$ cat config.mk
export PLATFORM = sky130hd
export DESIGN_NAME = tiny_alu_cmd_issuer
export DESIGN_NICKNAME = d
export VERILOG_FILES = /design/src/rtl/tiny_alu_pkg.sv /design/src/rtl/tiny_alu_cmd_fifo.sv /design/src/rtl/tiny_alu_cmd_issuer.sv
export SDC_FILE = /design/constraint.sdc
export NUM_CORES = 1
export LEC_CHECK = 0
export BUFFER_PORTS_ARGS = -buffer_cell sky130_fd_sc_hd__buf_2
export CORE_ASPECT_RATIO = 2
export CORE_UTILIZATION = 60
export DETAILED_ROUTE_END_ITERATION = 10
export GPL_TIMING_DRIVEN = 1
export PLACE_DENSITY = 0.84
export SETUP_SLACK_MARGIN = 0.15
export SLEW_MARGIN = 30
export SYNTH_ARGS = -nofsm -noshare
export SYNTH_HDL_FRONTEND = slang
export SYNTH_SLANG_ARGS = --single-unit
$ cat constraint.sdc
create_clock -name clk -period 4.3 [get_ports clk]
set_clock_uncertainty 0.2 [all_clocks]
set_input_delay 0.215 -clock clk [delete_from_list [all_inputs] [get_ports clk]]
set_output_delay 0.215 -clock clk [all_outputs]
set_load 0.01 [all_outputs]
$ cat src/rtl/tiny_alu_pkg.sv
// Shared opcodes, issuer state encoding and command layout for the tiny ALU.
package tiny_alu_pkg;

   localparam int unsigned DATA_W = 8;

   localparam logic [2:0] OP_NOP = 3'd0;
   localparam logic [2:0] OP_ADD = 3'd1;
   localparam logic [2:0] OP_AND = 3'd2;
   localparam logic [2:0] OP_XOR = 3'd3;
   localparam logic [2:0] OP_MUL = 3'd4;

   typedef enum logic [1:0] {
      ST_IDLE = 2'd0,
      ST_EXEC = 2'd1,
      ST_RESP = 2'd2
   } issuer_state_t;

   typedef struct packed {
      logic [2:0]        op;
      logic [DATA_W-1:0] a;
      logic [DATA_W-1:0] b;
   } cmd_t;

   // Opcodes 0..4 are implemented by the ALU; 5..7 are rejected.
   function automatic logic is_legal_op(input logic [2:0] op);
      return (op <= OP_MUL);
   endfunction

endpackage

$ cat src/rtl/tiny_alu_cmd_fifo.sv
// Synchronous command FIFO; extra pointer bit distinguishes full from empty.
module tiny_alu_cmd_fifo #(
   parameter int unsigned FIFO_DEPTH = 4,
   parameter int unsigned ENTRY_W    = 19
) (
   input  logic               i_clk,
   input  logic               i_rst_n,
   input  logic               i_push,
   input  logic [ENTRY_W-1:0] i_data,
   input  logic               i_pop,
   output logic [ENTRY_W-1:0] o_data,
   output logic               o_full,
   output logic               o_empty
);

   localparam int unsigned AW = $clog2(FIFO_DEPTH);

   logic [ENTRY_W-1:0] r_mem [FIFO_DEPTH];
   logic [AW:0]        r_wptr;
   logic [AW:0]        r_rptr;
   logic               w_push_ok;
   logic               w_pop_ok;

   assign o_empty   = (r_wptr == r_rptr);
   assign o_full    = (r_wptr[AW] != r_rptr[AW]) && (r_wptr[AW-1:0] == r_rptr[AW-1:0]);
   assign w_push_ok = i_push && !o_full;
   assign w_pop_ok  = i_pop && !o_empty;
   assign o_data    = r_mem[r_rptr[AW-1:0]];

   // Storage write; contents need no reset since pointers gate visibility.
   always_ff @(posedge i_clk) begin
      if (w_push_ok) r_mem[r_wptr[AW-1:0]] <= i_data;
   end

   // Read/write pointer advance.
   always_ff @(posedge i_clk or negedge i_rst_n) begin
      if (!i_rst_n) begin
         r_wptr <= '0;
         r_rptr <= '0;
      end else begin
         if (w_push_ok) r_wptr <= r_wptr + 1'b1;
         if (w_pop_ok)  r_rptr <= r_rptr + 1'b1;
      end
   end

endmodule

$ cat src/rtl/tiny_alu_cmd_issuer.sv
// Buffers ALU commands, runs the ALU start/done handshake one command at a
// time and returns results (with error flag) over a valid/ready response port.
module tiny_alu_cmd_issuer
   import tiny_alu_pkg::*;
#(
   parameter int unsigned DATA_W      = tiny_alu_pkg::DATA_W,
   parameter int unsigned FIFO_DEPTH  = 4,
   parameter int unsigned TIMEOUT_CYC = 15
) (
   input  logic                clk,
   input  logic                reset_n,
   input  logic                cmd_valid,
   output logic                cmd_ready,
   input  logic [2:0]          cmd_op,
   input  logic [DATA_W-1:0]   cmd_a,
   input  logic [DATA_W-1:0]   cmd_b,
   output logic                alu_start,
   output logic [2:0]          alu_op,
   output logic [DATA_W-1:0]   alu_a,
   output logic [DATA_W-1:0]   alu_b,
   input  logic                alu_done,
   input  logic [2*DATA_W-1:0] alu_result,
   output logic                rsp_valid,
   input  logic                rsp_ready,
   output logic [2:0]          rsp_op,
   output logic [2*DATA_W-1:0] rsp_result,
   output logic                rsp_err,
   output logic                busy
);

   localparam int unsigned CNT_W = $clog2(TIMEOUT_CYC + 1);

   issuer_state_t       r_state, w_state_next;
   cmd_t                w_cmd_in, w_head, r_cmd, w_cmd_next;
   logic                w_push, w_pop, w_full, w_empty, w_timeout;
   logic [CNT_W-1:0]    r_cnt, w_cnt_next;
   logic                r_alu_start, w_alu_start_next;
   logic                r_rsp_valid, w_rsp_valid_next;
   logic [2:0]          r_rsp_op, w_rsp_op_next;
   logic [2*DATA_W-1:0] r_rsp_result, w_rsp_result_next;
   logic                r_rsp_err, w_rsp_err_next;

   assign w_cmd_in  = '{op: cmd_op, a: cmd_a, b: cmd_b};
   assign w_push    = cmd_valid && !w_full;
   assign w_pop     = (r_state == ST_IDLE) && !w_empty;
   assign w_timeout = (r_cnt == CNT_W'(TIMEOUT_CYC - 1));

   tiny_alu_cmd_fifo #(
      .FIFO_DEPTH (FIFO_DEPTH),
      .ENTRY_W    ($bits(cmd_t))
   ) u_fifo (
      .i_clk   (clk),
      .i_rst_n (reset_n),
      .i_push  (w_push),
      .i_data  (w_cmd_in),
      .i_pop   (w_pop),
      .o_data  (w_head),
      .o_full  (w_full),
      .o_empty (w_empty)
   );

   // State and registered outputs.
   always_ff @(posedge clk or negedge reset_n) begin
      if (!reset_n) begin
         r_state      <= ST_IDLE;
         r_cmd        <= '0;
         r_cnt        <= '0;
         r_alu_start  <= 1'b0;
         r_rsp_valid  <= 1'b0;
         r_rsp_op     <= '0;
         r_rsp_result <= '0;
         r_rsp_err    <= 1'b0;
      end else begin
         r_state      <= w_state_next;
         r_cmd        <= w_cmd_next;
         r_cnt        <= w_cnt_next;
         r_alu_start  <= w_alu_start_next;
         r_rsp_valid  <= w_rsp_valid_next;
         r_rsp_op     <= w_rsp_op_next;
         r_rsp_result <= w_rsp_result_next;
         r_rsp_err    <= w_rsp_err_next;
      end
   end

   // Next-state: NOP/illegal skip the ALU; done wins over a same-cycle timeout.
   always_comb begin
      w_state_next = r_state;
      case (r_state)
         ST_IDLE: if (!w_empty)
                     w_state_next = (is_legal_op(w_head.op) && (w_head.op != OP_NOP))
                                    ? ST_EXEC : ST_RESP;
         ST_EXEC: if (alu_done || w_timeout) w_state_next = ST_RESP;
         ST_RESP: if (rsp_ready) w_state_next = ST_IDLE;
         default: w_state_next = ST_IDLE;
      endcase
   end

   // Next values of the registered outputs, computed from the coming state.
   always_comb begin
      w_cmd_next        = r_cmd;
      w_cnt_next        = '0;
      w_rsp_op_next     = r_rsp_op;
      w_rsp_result_next = r_rsp_result;
      w_rsp_err_next    = r_rsp_err;
      case (r_state)
         ST_IDLE: if (!w_empty) begin
            w_cmd_next        = w_head;
            w_rsp_op_next     = w_head.op;
            w_rsp_result_next = '0;
            w_rsp_err_next    = !is_legal_op(w_head.op);
         end
         ST_EXEC: begin
            w_cnt_next    = r_cnt + 1'b1;
            w_rsp_op_next = r_cmd.op;
            if (alu_done) begin
               w_rsp_result_next = alu_result;
               w_rsp_err_next    = 1'b0;
            end else if (w_timeout) begin
               w_rsp_result_next = '0;
               w_rsp_err_next    = 1'b1;
            end
         end
         default: ;
      endcase
      w_alu_start_next = (w_state_next == ST_EXEC);
      w_rsp_valid_next = (w_state_next == ST_RESP);
   end

   assign cmd_ready  = !w_full;
   assign busy       = !w_empty || (r_state != ST_IDLE);
   assign alu_start  = r_alu_start;
   assign alu_op     = r_cmd.op;
   assign alu_a      = r_cmd.a;
   assign alu_b      = r_cmd.b;
   assign rsp_valid  = r_rsp_valid;
   assign rsp_op     = r_rsp_op;
   assign rsp_result = r_rsp_result;
   assign rsp_err    = r_rsp_err;

endmodule

==> flow_summary.ini <==
[routing]
drc = 0
num_vias = 2936
drtIter0Drc = 191
firstDrtPassIters = 4
vias_per_cell = 5.79
routedWlPerCell_um = 22.0
drt_wl_total_mm = 11.1
drt.antenna.violating_nets = 0

[sta]
max_freq_mhz = 380
finalSetupTns_ns = 0
relSlewSlack_pct = 53.1
hold_viol = 0
worst_pin_slew_ns = 0.704
slew_viol_final = 0
period_share_pct = 61.2
rsz0062_at_grt = no
setup_viol_count_final = 0
timing.final.crit_period_ns = 2.63
hold_slack_ns = 0.252
setup_ws_ns = 1.67

[global_route]
grt_pass1_wl_mm = 16.8
grt-ovfl-total = 0
grt_usage_pct = 28.3
grt_pass1_vias = 3184
grt_start_max_net_pins = 54
antenna_found_initial = 0

[cells_and_area]
syn2layout_area_growth_pct = 31.3
fin_area_um2 = 6570
fin_cells = 507
post-route-util_pct = 82.1
drive_gt1_share_pct = 38.0
n_antenna_cell = 0
fin_nets = 446

[yosys]
ys_seq_area_share_pct = 72.2
ys.warnings.count = 0
avgSynthCellArea_um2 = 19.0
synth_edf_count = 76
ys_ff_latch = 129
synth_nets = 311
netlist_instances = 263
syn_area_um2 = 5000
async_flop_share_pct = 41.1
dominantRegCellSynth = edfxtp_1
synth.distinct_cells = 35

[hold_path]
hp-class = input port to asynchronous set/reset pin

[floorplanning]
ios = 83
start_util_pct = 62.5
rows = 46
dieArea_um2 = 8720
core_um2 = 8000
die_w_um = 66.6
chipHeight_um = 131

[status]
outcome = completed

[setup_path]
cp.arrival_ns = 2.73
r2r_start = u_fifo.r_rptr[1]
critPathBufInv = 1
r2r-end = rsp_err
start_kind = register
path_max_fanout = 22
cp_cell_sequence = buf_4 > xnor2_1 > nand3_1 > o21ai_2 > mux2_2
reg2reg_depth = 5
end_kind = register
cp.required_ns = 4.40
slowest_delay_ns = 0.62
regToRegSetupSlack_ns = 1.67
crit_family = compound AO/OA/AOI/OAI gates
critical_path_class = register to register
cpMaxStageDelayCell = o21ai_2

[run]
maxCapViolations = 0

[clock_tree]
post-cts-setup-buffers = 0
cts-buffers-inserted = 17
cts-root-buf = clkbuf_16
cts_tree = built
path_clk_slew_ns = 0.06
htreeDepth = 4
insertion_delay_ns = 0.41
clock_sinks = 129
cts_buffer_depth = 2

[power]
ir_drop_mv = 0.559
pwr_density_cell_nw_per_um2 = 786
power.total_mw = 5.16
p_leak_nw = 2.74

[placement]
routabilityCongestion = 0.761
port_buffers = 82
postPlaceCellArea_um2 = 5490
place_ws_ns = 1.73
dp_hpwl_mm = 5.75
placed_cells = 435
==> worst max-delay path by stage <==
stage | startpoint | endpoint | slack, ns | cells after the start
after CTS | u_fifo.r_rptr[0] | u_fifo.r_mem[2][1] | 1.59 | 3
final | u_fifo.r_rptr[1] | rsp_err | 1.67 | 5
after global routing | u_fifo.r_rptr[0] | rsp_err | 1.55 | 4
after detailed placement | u_fifo.r_rptr[0] | u_fifo.r_mem[2][1] | 1.73 | 3
after global placement | u_fifo.r_rptr[0] | u_fifo.r_mem[1][1] | 1.84 | 3
after floorplan | u_fifo.r_rptr[0] | r_state[1] | 2.01 | 6
==> cells in the mapped netlist, types with 2 or more instances <==
master    count  area share, %
buf_6         5            1.1
inv_1         4           0.30
mux4_2       12            5.4
xor2_1        3           0.53
a21o_1        2           0.30
xnor2_1       6            1.1
a311o_1       3           0.60
a21oi_1       3           0.30
nand2_1       6           0.45
mux2_2       19            4.3
a22o_1       19            3.3
o31a_1        2           0.35
and3_1        4           0.50
edfxtp_1     76             46
ha_1          8            2.0
o21ai_0       2           0.20
nand3_1       3           0.30
clkbuf_1      2           0.15
nor2_1        7           0.53
and2_1        3           0.38
mux4_1        7            3.7
dfrtp_1      53             27
buf_4         2           0.30
==> state kept, by name, summed over array words and instances, names as in the netlist <==
signal and flops:
u_fifo.r_mem 76, rsp_result 16, alu_a 8, alu_b 8
r_cnt 4, alu_op 3, rsp_op 3, u_fifo.r_rptr 3
u_fifo.r_wptr 3, r_state 2, alu_start 1, rsp_err 1
rsp_valid 1
==> worst min-delay path: cells and delay by family <==
| kind | cells | cell delay, ns |
|---|---|---|
| buffers and inverters | 3 | 1.13 |
==> placed cells by master (no fill, tap or decap), drive strengths merged, types with 7 or more instances in the layout <==
cell | netlist | routed
mux2 | 19 | 19
edfxtp | 76 | 76
dlygate4sd3 | 0 | 39
ha | 8 | 8
clkbuf | 2 | 18
a22o | 19 | 19
mux4 | 19 | 19
nor2 | 7 | 7
dfrtp | 53 | 53
buf | 9 | 88
==> power breakdown <==
group	switching [mW]	internal (mW)	total, mW	leakage, nW
registers	0.226	1.72	1.94	1.36
clock network	0.520	1.08	1.60	0.315
logic	0.840	0.773	1.61	1.06
==> layout make-up <==
class / count / area (um^2)
sequential: 129 / 3610
tap: 96 / 120
timing repair buffer: 127 / 853
fill: 377 / 1430
multi-input combinational: 119 / 1300
clock buffer: 18 / 429
clock inverter: 14 / 238
inverter: 4 / 15.0
==> layer usage <==
layer  GRT usage, %  vias up  wire, um
met3           7.44       26       490
met1           29.4     1492      3920
li1               -     1302         -
met2           51.6      116      6440
met5              0        -         0
met4           12.9        0       296
==> logic make-up after synthesis <==
kind of cell	synth area share [%]
fa+ha+maj	2.00
simple gates	2.98
mux	13.4
xor+xnor	1.58
compound gates	5.86
flops	72.2
buf+inv	2.05
==> what timing repair did <==
item                                   in CTS  in global routing
gates resized for setup                     0                  0
hold buffers                               39                  0
setup endpoints to repair                   0                  0
endpoints found under the hold margin     150                  0
No activity file was read; power rests on OpenSTA's default activity.
